`src/rtl/fpu_pkg.sv`:
```
// rtl/fpu_pkg.sv - binary32 field widths, bias constants and field struct shared by FPU units
package fpu_pkg;

  localparam int F32_EXP_W = 8;
  localparam int F32_MAN_W = 23;
  localparam int F32_BIAS = 127;
  // exponent of a value whose leading one sits at bit 31 of a 32-bit integer
  localparam int INT_TO_F32_EXP_BASE = F32_BIAS + 31;

  typedef struct packed {
    logic sign;
    logic [F32_EXP_W-1:0] exp;
    logic [F32_MAN_W-1:0] man;
  } f32_t;

  function automatic f32_t f32_pack(input logic sign, input logic [F32_EXP_W+F32_MAN_W-1:0] mag);
    f32_t f;
    f.sign = sign;
    f.exp = mag[F32_EXP_W+F32_MAN_W-1:F32_MAN_W];
    f.man = mag[F32_MAN_W-1:0];
    return f;
  endfunction

endpackage

```
`src/rtl/lzc32.sv`:
```
// rtl/lzc32.sv - combinational 32-bit leading-zero counter (returns 32 for zero input)
module lzc32 (
  input  logic [31:0] a,
  output logic [5:0]  cnt
);

  // each tree node: v = any one below it, c = zeros above its first one
  logic        v1 [16];
  logic [0:0]  c1 [16];
  logic        v2 [8];
  logic [1:0]  c2 [8];
  logic        v3 [4];
  logic [2:0]  c3 [4];
  logic        v4 [2];
  logic [3:0]  c4 [2];
  logic        v5;
  logic [4:0]  c5;

  always_comb begin
    for (int i = 0; i < 16; i++) begin
      v1[i] = a[2*i+1] | a[2*i];
      c1[i] = ~a[2*i+1];
    end
    for (int i = 0; i < 8; i++) begin
      v2[i] = v1[2*i+1] | v1[2*i];
      c2[i] = v1[2*i+1] ? {1'b0, c1[2*i+1]} : {1'b1, c1[2*i]};
    end
    for (int i = 0; i < 4; i++) begin
      v3[i] = v2[2*i+1] | v2[2*i];
      c3[i] = v2[2*i+1] ? {1'b0, c2[2*i+1]} : {1'b1, c2[2*i]};
    end
    for (int i = 0; i < 2; i++) begin
      v4[i] = v3[2*i+1] | v3[2*i];
      c4[i] = v3[2*i+1] ? {1'b0, c3[2*i+1]} : {1'b1, c3[2*i]};
    end
    v5 = v4[1] | v4[0];
    c5 = v4[1] ? {1'b0, c4[1]} : {1'b1, c4[0]};
    cnt = v5 ? {1'b0, c5} : 6'd32;
  end

endmodule

```
`src/rtl/itof.sv`:
```
// rtl/itof.sv - 3-stage signed int32 to binary32 converter, round-to-nearest-even
module itof
  import fpu_pkg::*;
(
  input  logic        clk,
  input  logic        rstn,
  input  logic [31:0] x,
  input  logic        ready,
  output logic [31:0] y,
  output logic        valid
);

  // stage 1: sign and magnitude
  logic        s1_sign;
  logic [31:0] s1_mag;
  logic        v1;

  // stage 2: normalized magnitude and exponent
  logic [5:0]           lz;
  logic [31:0]          n_c;
  logic [F32_EXP_W-1:0] e_c;
  logic                 s2_sign;
  logic [31:0]          s2_n;
  logic [F32_EXP_W-1:0] s2_exp;
  logic                 s2_zero;
  logic                 v2;

  // stage 3: rounding
  logic [F32_MAN_W-1:0]           m_c;
  logic                           g_c;
  logic                           st_c;
  logic                           r_c;
  logic [F32_EXP_W+F32_MAN_W-1:0] p_c;

  always_ff @(posedge clk) begin
    if (!rstn) begin
      v1 <= 1'b0;
    end else begin
      v1 <= ready;
    end
    s1_sign <= x[31];
    s1_mag  <= x[31] ? (~x + 32'd1) : x;
  end

  lzc32 u_lzc (
    .a   (s1_mag),
    .cnt (lz)
  );

  always_comb begin
    n_c = s1_mag << lz;
    // only meaningful for nonzero magnitude; the zero flag masks it later
    e_c = 8'(INT_TO_F32_EXP_BASE) - {2'b00, lz};
  end

  always_ff @(posedge clk) begin
    if (!rstn) begin
      v2 <= 1'b0;
    end else begin
      v2 <= v1;
    end
    s2_sign <= s1_sign;
    s2_n    <= n_c;
    s2_exp  <= e_c;
    s2_zero <= (s1_mag == 32'd0);
  end

  always_comb begin
    m_c  = s2_n[30:8];
    g_c  = s2_n[7];
    st_c = |s2_n[6:0];
    r_c  = g_c & (st_c | s2_n[8]);
    // a mantissa overflow carries straight into the exponent field
    p_c  = {s2_exp, m_c} + {30'd0, r_c};
  end

  always_ff @(posedge clk) begin
    if (!rstn) begin
      y     <= 32'h0;
      valid <= 1'b0;
    end else begin
      valid <= v2;
      if (v2) begin
        y <= s2_zero ? 32'h0 : f32_pack(s2_sign, p_c);
      end
    end
  end

endmodule

```
`config.mk`:
```
export PLATFORM = sky130hd
export DESIGN_NAME = itof
export DESIGN_NICKNAME = d
export VERILOG_FILES = /design/src/rtl/fpu_pkg.sv /design/src/rtl/lzc32.sv /design/src/rtl/itof.sv
export SDC_FILE = /design/constraint.sdc
export NUM_CORES = 1
export LEC_CHECK = 0
export ABC_AREA = 1
export CORE_MARGIN = 1
export CORE_UTILIZATION = 50
export CTS_BUF_LIST = sky130_fd_sc_hd__clkbuf_8
export DETAILED_ROUTE_END_ITERATION = 8
export PLACE_DENSITY = 0.72
export REMOVE_ABC_BUFFERS = 1
export SYNTH_ARGS = -nofsm -noshare
export SYNTH_HDL_FRONTEND = slang
export SYNTH_SLANG_ARGS = --single-unit
```
`constraint.sdc`:
```
create_clock -name clk -period 3.5 [get_ports clk]
set_clock_uncertainty 0.1 [all_clocks]
set_input_delay 0.875 -clock clk [delete_from_list [all_inputs] [get_ports clk]]
set_output_delay 0.875 -clock clk [all_outputs]
set_load 0.1 [all_outputs]
```
-- Yosys cells after proc, flatten, opt, wreduce, memory -nomap -nowiden
Cells that the tools add are included.
- output and inout bits: 33
- word-level logic and storage cells: 85
- bits in registers: 109
- bits of input ports: 35
- mux-type cells: 18
- $add $sub $neg: 3
- reduce and logical (&&, ||, !) cells: 2
- bitwise operators: 50
- shift-type cells: 1
- operators with widths (cell ; count):
    adder 32 x 1 -> 32 bit, second input constant ; 1
    zero test 32 bit ; 1
    2-to-1 mux 32 bit ; 1
    NOT 32 bit ; 1
    bitwise OR 1 bit ; 32
    left shift 32 x 6 -> 31 bit ; 1
    adder 31 x 1 -> 31 bit ; 1
    2-to-1 mux 31 bit ; 1
    2-to-1 mux 2 bit ; 8
    NOT 1 bit ; 16
    2-to-1 mux 3 bit ; 4
    2-to-1 mux 4 bit ; 2
    subtractor 8 x 6 -> 8 bit, first input constant ; 1
    OR reduction 7 bit ; 1
    2-to-1 mux 6 bit ; 1
    2-to-1 mux 5 bit ; 1
    bitwise AND 1 bit ; 1

-- Longest topological paths before layout
Gate-level depths: netlist of run 1.
- depth after elaboration: 7
- mapped depth: 18
- depth with buffers taken out: 17

-- Modules after synthesis
Synthesis of run 1 repeated with hierarchy kept, for this count alone.
- cell total of the unflattened synthesis: 1069
- area, all modules: 6711.4 um^2
- modules (own cells, without submodules) (module ; seq. area each (um^2) ; cells each ; area an instance (um^2) ; times used):
    itof ; 2182.1 ; 977 ; 6264.8 ; 1
    lzc32 ; 0.0 ; 92 ; 446.7 ; 1

-- Least setup slack after synthesis of run 1
No wires, ideal clock.
- path kind: input to register
- from: in x[1]
- to: reg s1_mag[28]
- path slack: 1188 ps
- path buffers: 0
- arrival time: 2085 ps
- data required time: 3273 ps
- setup time: 127 ps
- stages: 11
- cell sequence: inv_1 > ha_1 > inv_1 > nor2_1 > nand2_1 > nor2_1 > nand4_1 > nand2_1 > o21a_1 > o21ai_0 > xor2_1
- word-level cells in the longest chain between the ends: 3
- ends and longest elaborated chain (what ; RTL line ; source):
    start, declared ; itof.sv:7 ; input logic [31:0] x,
    NOT 32 bit ; itof.sv:42 ; s1_mag <= x[31] ? (~x + 32'd1) : x;
    adder 32 x 1 -> 32 bit ; itof.sv:42 ;
    2-to-1 mux 31 bit ; itof.sv:42 ;
    end signal, assigned ; itof.sv:42 ;
    end, declared ; itof.sv:15 ; logic [31:0] s1_mag;
No other way between the ends.
A chain may end at the register's enable or synchronous reset.

-- Worst setup path in the final report of run 1
- from: reg s1_mag[27]
- to: reg s2_n[30]
- word-level cells in the longest chain between the ends: 7
- elaborated cells on any way between the ends: 12
- those cells by class: 1 x shift; 5 x mux; 6 x bitwise
- ends and longest elaborated chain (what ; RTL line ; source):
    bitwise OR 1 bit / NOT 1 bit (equally long branches) ; lzc32.sv:21, lzc32.sv:22 ;
    2-to-1 mux 2 bit / bitwise OR 1 bit (equally long branches) ; lzc32.sv:26, lzc32.sv:25 ;
    2-to-1 mux 3 bit / bitwise OR 1 bit (equally long branches) ; lzc32.sv:30, lzc32.sv:29 ;
    2-to-1 mux 4 bit / bitwise OR 1 bit (equally long branches) ; lzc32.sv:34, lzc32.sv:33 ;
    2-to-1 mux 5 bit / bitwise OR 1 bit (equally long branches) ; lzc32.sv:37, lzc32.sv:36 ;
    2-to-1 mux 6 bit ; lzc32.sv:38 ; cnt = v5 ? {1'b0, c5} : 6'd32;
    left shift 32 x 6 -> 31 bit (*) ; itof.sv:51 ; n_c = s1_mag << lz;
    end signal, assigned ; itof.sv:63 ; s2_n <= n_c;
    end, declared ; itof.sv:23 ; logic [31:0] s2_n;
Every way passes the cells marked *; elsewhere a longest branch is shown, timed or not.

==> results of run 1 <==
## stage by stage
stage / hold slack [ps] / total power, uW / setup slack (ps) / area [um^2]
floorplan: 210 / 2380 / 802 / 6230
global placement: 254 / 2680 / 515 / 7110
detailed placement: 258 / 2690 / 480 / 7110
CTS: 273 / 3500 / 593 / 7320
global route: 284 / 3730 / 270 / 7320
finish: 272 / 3490 / 576 / 7320
## synth_stat cells, types with 4 or more instances
cell,number,area share [%]
xnor2_1,7,0.95
nor2_1,75,4.4
a21oi_1,57,4.4
o21ai_0,37,2.9
inv_2,6,0.35
nand3_2,4,0.62
xor2_1,25,3.4
buf_6,4,0.70
inv_1,94,5.5
nand2_1,244,14
buf_4,10,1.2
a21o_1,4,0.46
nand2_2,8,0.77
a31oi_1,4,0.39
dfxtp_1,109,34
nand4_1,23,2.2
nor3_1,22,1.7
buf_2,8,0.62
nand3_1,192,15
clkbuf_1,17,0.99
## power by group through the flow
stage | clock, uW | sequential (uW) | combinational (uW)
after global routing | 888 | 1570 | 1270
final | 816 | 1550 | 1120
after detailed placement | 0 | 1580 | 1110
after CTS | 841 | 1550 | 1120
after global placement | 0 | 1570 | 1110
after floorplan | 0 | 1690 | 690
## layout make-up
type                       instances  area [um^2]  share of cell area [%]
multi-input combinational        739         3660                    50.0
sequential                       109         2180                    29.8
clock buffer                       9          124                    1.69
tap                              172          215                    2.94
timing repair buffer              76          668                    9.13
inverter                         102          385                    5.26
clock inverter                     6         86.3                    1.18
## metal layers
layer  share of wire (%)  track usage [%]  vias to the layer above
met3                 3.6             2.72                       23
met2                  46             40.2                      179
met4                 2.3             9.49                        0
met5                   0                0                        -
met1                  48             31.4                     2778
li1                    -                -                     3363
## kinds of logic after synthesis
kind of cell | count (synthesis) | share of synthesized area, %
AND/OR/NAND/NOR | 589 | 42.1
buffers and inverters | 144 | 9.60
AO/OA/AOI/OAI | 115 | 9.66
flip-flops | 109 | 33.8
XOR/XNOR | 32 | 4.34
adder cells (fa/ha/maj) | 3 | 0.581
## registers in the layout, summed over array words and instances, names as in the netlist
| register | count |
|---|---|
| y | 32 |
| valid | 1 |
| s2_n | 31 |
| s1_mag | 32 |
| s1_sign | 1 |
| s2_exp | 8 |
| s2_sign | 1 |
| v1 | 1 |
| v2 | 1 |
| s2_zero | 1 |
## path summary, 6_finish.rpt
check                           startpoint  endpoint  slack (ps)  depth (start not counted)
worst max-delay path            s1_mag[27]  s2_n[30]         580                         14
worst min-delay path               s1_sign   s2_sign         270                          0
worst max register to register  s1_mag[27]  s2_n[30]         580                         14
worst min register to register     s1_sign   s2_sign         270                          0
==> summary.txt, run 1 <==
Final HPWL DP: 11400 um
First drt pass iteration count: 5
Share of cells above drive strength 1: 8.55%
Synthesis warning total: 0
Peak Freq: 342 MHz
Antenna violations before repair: 0
Clock Path Buffers: 2
Final Cycle Share: 83.5%
Nets: 1075
Die width: 116 um
Root buf cell: clkbuf_8
Number of global-route vias before repair: 5773
Req. time, crit path: 3660 ps
Starting Density: 51.2%
Iteration-0 DRC Markers: 439
Area growth from synthesis to layout: 13.3%
Seq pwr share: 44.4%
Int Power: 2180 uW
P_sw: 1310 uW
CTS resizes: 0
Top cell family by delay on the critical path: simple AND/OR/NAND/NOR gates
Max capacitance violation total: 0
Total gr overflow: 0
Top FF cell, synth: dfxtp_1
H-tree depth: 3
Post-Synthesis Cell Area: 0.00646 mm^2
Worst-Skew Late Latency: 370 ps
CTS tree: done
Slew HR: 30.2%
Largest net degree at the start of global routing: 35
Routed vias/inst: 5.23
Core Region: 0.0126 mm^2
Final design utilization: 58.0%
CP max stage delay: 400 ps
Buf/Inv on CP: 2
Die Y-Extent: 116 um
# hold bufs at CTS: 0
Avg Inst Size Synth: 6.52 um^2
Global Route Usage Sum: 23.9%
Fin. Hold Viols: 0
Fill count: 1313
Combinational power share: 32.2%
Ant. Diodes: 0
Fin crit period: 2920 ps
Most common cell after layout, fill and taps aside: nand2_1
Endpoints failing setup: 0
Share of synthesized flip-flops with an asynchronous set or reset: 0%
Distinct cells, synth: 43
Full die area: 0.0134 mm^2
Final WL: 15100 um
Rows: 41
Ports: 68
Peak VDD IR: 0.187 mV
Final GP Congestion: 0.905
Max stage delay cell, worst path: nor2_8
First-pass GRT wire length: 25700 um
Total negative setup slack: 0 ps
Pleak: 0.00341 uW
Power per cell area: 476 mW/mm^2
Commonest cells after routing, fill and taps aside: nand2_1 (244), nand3_1 (192), dfxtp_1 (109), inv_1 (95), nor2_1 (75)
Clock share of power: 23.4%
Most common cell type on the critical path: nand3_1
Cells after Synth: 992
Placed Instances: 1198
Port Buffer Count: 67
CP max FO: 25
Clock sinks: 109
# DRC: 0
#FFs+latches synth: 109
WP data arrival: 3090 ps
Number of synthesized flops with an enable pin: 0
Post-synthesis sequential area ratio: 33.8%
DR vias: 6343
Total CTS buffers: 9
Status: completed
Final Max Tran Viols: 0
Post-route insts no fill: 1213
Antenna-violating nets left: 0
HP Class: reg -> reg
Startpoint Class: flop
Crit path kind: reg -> reg
RSZ-0062 raised after global routing: no
Worst-path cell chain: inv_1 -> nand2_1 -> nor2_1 -> nand2_2 -> nor2_8 -> inv_4 -> nor2_8 -> nand2_1 -> nand2_2 -> nand3_1 -> nand3_1 -> nand3_1 -> nand3_1 -> nand2_1
Post-detailed-route wirelength per cell: 12.4 um
Worst slew pin tran: 1050 ps
Worst setup EP type: flop
Clock edge transition at the registers on the reported setup and hold paths: 100 ps
Setup bufs post-CTS: 0
Switching share of power: 37.6%
Note: power is estimated with default switching activity, not from simulation.
==> inputs of run 2 (changes only) <==
Settings changed: PLACE_DENSITY 0.72 to 0.75.
Clock period 3.5 ns to 2.6 ns, I/O delays scaled along.
==> run 2 against run 1 <==
  * Worst setup slack got worse by 470 ps
  * Count of clock-buffer cells in the layout unchanged
  * Critical endpoint unchanged
  * Via count increased by 2.8%
  * Sequential cell count unchanged
==> summary.txt, run 2 (synthesized netlist as in run 1, its figures left out) <==
Status: completed
Fill count: 1325
Routed vias/inst: 5.31
First-pass GRT wire length: 25600 um
Max capacitance violation total: 0
Largest registers: s1_mag x32, y x32, s2_n x31
Iteration-0 DRC Markers: 471
Power per cell area: 613 mW/mm^2
H-tree depth: 3
Nets: 1092
Final HPWL DP: 11800 um
Startpoint Class: flop
Clock edge transition at the registers on the reported setup and hold paths: 100 ps
Antenna violations before repair: 0
Port Buffer Count: 67
Worst-Skew Late Latency: 390 ps
Final GP Congestion: 0.909
Int Power: 2770 uW
Ant. Diodes: 0
Met3 WL: 723 um
Met1 Routed Length: 7120 um
Final WL: 15300 um
CTS tree: done
Full die area: 0.0134 mm^2
Clock share of power: 20.3%
Clock sinks: 109
Peak Freq: 401 MHz
Endpoints failing setup: 0
Total gr overflow: 0
WP data arrival: 2720 ps
Reg-to-Reg Start: s1_mag[2]
Die Y-Extent: 116 um
Total CTS buffers: 9
Worst slew pin tran: 497 ps
# hold bufs at CTS: 0
Pleak: 0.00347 uW
Area growth from synthesis to layout: 15.5%
First drt pass iteration count: 5
Combinational power share: 34.2%
Top routing layer in use: met4
Placed Instances: 1215
Placed instance area: 0.00729 mm^2
Clock Path Buffers: 2
Core Region: 0.0126 mm^2
WHS: 276 ps
Commonest cells after routing, fill and taps aside: nand2_1 (244), nand3_1 (192), dfxtp_1 (109), inv_1 (93), nor2_1 (74)
Peak VDD IR: 0.252 mV
Die width: 116 um
Most common cell after layout, fill and taps aside: nand2_1
DR vias: 6522
Number of global-route vias before repair: 5641
Req. time, crit path: 2830 ps
WHS Path Cells: 0
Starting Density: 51.2%
Slew HR: 66.8%
Worst setup EP type: flop
Rows: 41
Critical path launch point: s1_mag[2]
# DRC: 0
Share of cells above drive strength 1: 10.3%
Metal2 WL: 7070 um
RSZ-0062 raised after global routing: yes
HP Class: reg -> reg
Final Power: 4580 uW
Total negative setup slack: 0 ps
Hold Crit Start: s1_sign
Worst reg-to-reg path cell count: 11
Fin. Hold Viols: 0
Fin crit period: 2490 ps
Switching share of power: 39.4%
P_sw: 1800 uW
Final Cycle Share: 95.8%
Post-route insts no fill: 1229
Seq pwr share: 45.5%
Root buf cell: clkbuf_8
Largest net degree at the start of global routing: 34
Post-detailed-route wirelength per cell: 12.5 um
Post-Layout Inst Area: 0.00747 mm^2
Ports: 68
Antenna-violating nets left: 0
Final Max Tran Viols: 0
CP max FO: 30
Global Route Usage Sum: 24.2%
Crit path kind: reg -> reg
## run 2: critical path: stages (launching register included)
cell        delay (ps)
dfxtp_1            360
nor2_1             140
nand2_1             70
nor2_1             180
nand2_2            150
inv_2              140
nand2_2            130
nand2_1            160
clkinvlp_4         440
nand3_1            290
nand3_1            150
nand2_1             90
## run 2: what timing repair did
action                                  in CTS  in global routing
endpoints found under the setup margin       0                 12
endpoints found under the hold margin        0                  0
setup buffers                                0                  0
resized for setup                            0                  4
## run 2: routing by layer
| layer | vias to the layer above | track usage (%) |
|---|---|---|
| met2 | 200 | 40.5 |
| met1 | 2895 | 31.0 |
| li1 | 3397 | - |
| met3 | 30 | 2.67 |
| met5 | - | 0 |
| met4 | 0 | 11.9 |
## run 2: power by group through the flow
stage | Clock, uW | Combinational (uW) | Sequential (uW)
2_1_floorplan | 0 | 929 | 2280
3_3_place_gp | 0 | 1540 | 2110
3_5_place_dp | 0 | 1550 | 2120
4_1_cts | 949 | 1550 | 2080
5_1_grt | 1010 | 1760 | 2120
6_report | 929 | 1570 | 2080
## run 2: final timing paths
path	slack, ps	endpoint
worst max-delay path	110	s2_n[30]
worst min-delay path	280	s2_sign
worst max register to register	110	s2_n[30]
worst min register to register	280	s2_sign
## run 2: area by class of cell
cell class	instances	area [um^2]	share of cell area [%]
clock inverters	5	38.8	0.519
flip-flops and latches	109	2180	29.2
inverters	102	389	5.21
clock buffers	9	124	1.66
well taps	172	215	2.88
multi-input cells	739	3670	49.1
repair buffers	93	850	11.4
## run 2: per-stage QoR
step	setup WS (ps)	utilization [%]
floorplan	-97.9	-
global placement	-120	57.8
detailed placement	-165	57.8
CTS	125	59.1
global route	-95.0	59.2
finish	109	59.2
==> inputs of run 3 (changes only) <==
Settings changed: CORE_UTILIZATION 50 to 53, PLACE_DENSITY 0.75 to 0.78.
==> run 3 against run 2 <==
  * Combinational power hardly changed
  * Hold slack better by 13 ps
  * Clock power is 7.3% higher
  * Power is 1.9% higher
  * Critical path type unchanged
  * Sequential power hardly changed
  * Largest power group unchanged
  * Non-clock buffer count is 4 higher
  * Highest routed layer unchanged
  * First-iteration DRC count is 27% higher
==> summary.txt, run 3 (synthesized netlist as in run 1, its figures left out) <==
Antenna violations before repair: 0
CP max stage delay: 340 ps
Startpoint Class: flop
Nets: 1098
WP data arrival: 2630 ps
Final WL: 15400 um
Total gr overflow: 0
Largest net degree at the start of global routing: 35
Port Buffer Count: 67
Ports: 68
Worst-path cell chain: inv_1 -> nand2_1 -> nor2_4 -> nand2_2 -> nor2_8 -> nand2_1 -> nand2_1 -> nand2_2 -> buf_12 -> nand3_1 -> nand3_1 -> nand2_1 -> nand2_1 -> a21oi_1
Final Cycle Share: 93.0%
Total negative setup slack: 0 ps
P_sw: 1820 uW
Rows: 39
Worst setup margin: 182 ps
DR vias: 6563
Starting Density: 55.4%
Largest registers: s1_mag x32, y x32, s2_n x31
Hold Crit Start: s1_sign
Clock edge transition at the registers on the reported setup and hold paths: 100 ps
Final HPWL DP: 11600 um
Placed instance area: 0.00724 mm^2
Most common cell type on the critical path: nand2_1
Ant. Diodes: 0
Max capacitance violation total: 0
Power per cell area: 622 mW/mm^2
Worst-Skew Late Latency: 390 ps
Die width: 112 um
CTS tree: done
Switching share of power: 39.0%
Commonest cells after routing, fill and taps aside: nand2_1 (244), nand3_1 (192), dfxtp_1 (109), inv_1 (93), nor2_1 (73)
Combinational power share: 33.8%
Endpoints failing setup: 0
Peak VDD IR: 0.266 mV
Die Y-Extent: 112 um
Peak Freq: 413 MHz
Fin crit period: 2420 ps
Pleak: 0.00351 uW
# hold bufs at CTS: 0
Clock share of power: 21.4%
HP Class: reg -> reg
Iteration-0 DRC Markers: 597
Share of cells above drive strength 1: 11.1%
Total CTS buffers: 9
Core Region: 0.0117 mm^2
Final design utilization: 64.4%
Post-route insts no fill: 1208
Int Power: 2850 uW
Final Max Tran Viols: 0
First drt pass iteration count: 6
Fill count: 1142
Status: completed
Fin. Hold Viols: 0
Worst slack, placed: -162 ps
First-pass GRT wire length: 26100 um
Post-Layout Inst Area: 0.00751 mm^2
Number of global-route vias before repair: 5800
Full die area: 0.0126 mm^2
Antenna-violating nets left: 0
Routed vias/inst: 5.43
Worst setup EP type: flop
Global Route Usage Sum: 25.4%
Area growth from synthesis to layout: 16.1%
Final GP Congestion: 0.923
Post-detailed-route wirelength per cell: 12.7 um
Worst slew pin tran: 566 ps
Reg-to-Reg Start: s1_mag[21]
Root buf cell: clkbuf_8
Clock Path Buffers: 2
# DRC: 0
CP max FO: 30
Placed Instances: 1187
Most common cell after layout, fill and taps aside: nand2_1
H-tree depth: 3
Req. time, crit path: 2810 ps
Slew HR: 62.1%
Seq pwr share: 44.8%
Crit path kind: reg -> reg
Critical path launch point: s1_mag[21]
Clock sinks: 109
Max stage delay cell, worst path: dfxtp_1
[run 3: cell types whose count changed in the layout (fill, tap and decap cells not counted), sizes merged]
cell and delta:
buf +4, clkbuf +2, inv +2, nand3 +1, clkinv -2, clkinvlp +1
[run 3: layout make-up]
class	instances	area (um^2)	area share, %
clock buffers	11	151	2.02
clock inverters	5	38.8	0.517
inverters	102	389	5.18
multi-input cells	740	3690	49.1
flip-flops and latches	109	2180	29.1
well taps	143	179	2.38
repair buffers	97	871	11.6
repair inverters	1	7.51	0.100
[run 3: metrics by stage]
step / hold slack [ps] / total power (uW)
final: 289 / 4670
after global routing: 291 / 4960
after CTS: 282 / 4650
after detailed placement: 267 / 3660
after global placement: 255 / 3640
after floorplan: 210 / 3200
[run 3: worst paths after layout]
| kind | end | slack (ps) | depth (start not counted) |
|---|---|---|---|
| max | s2_n[15] | 180 | 14 |
| min | s2_sign | 290 | 0 |
| max reg2reg | s2_n[15] | 180 | 14 |
| min reg2reg | s2_sign | 290 | 0 |
[run 3: worst max-delay path: cells and delay by family (launching register included)]
family | cells | cell delay [ps]
AO/OA/AOI/OAI | 1 | 150
buffers and inverters | 2 | 260
flip-flops | 1 | 340
AND/OR/NAND/NOR | 11 | 1490
[run 3: repair_timing]
action / 4_1_cts / 5_1_grt
gates resized for setup: 0 / 8
setup endpoints to repair: 0 / 18
setup buffers: 0 / 3
[run 3: power by group through the flow]
stage,Clock (uW),Combinational [uW],Sequential (uW)
after CTS,1020,1540,2080
final,997,1580,2090
after floorplan,0,929,2280
after detailed placement,0,1540,2120
after global routing,1070,1770,2120
after global placement,0,1520,2120
[run 3: metal layers]
metal  GRT usage (%)  part of all wire (%)
met1            32.9                    46
met2            42.1                    46
met3            2.92                   4.4
met4            12.5                   3.6
met5               0                     0
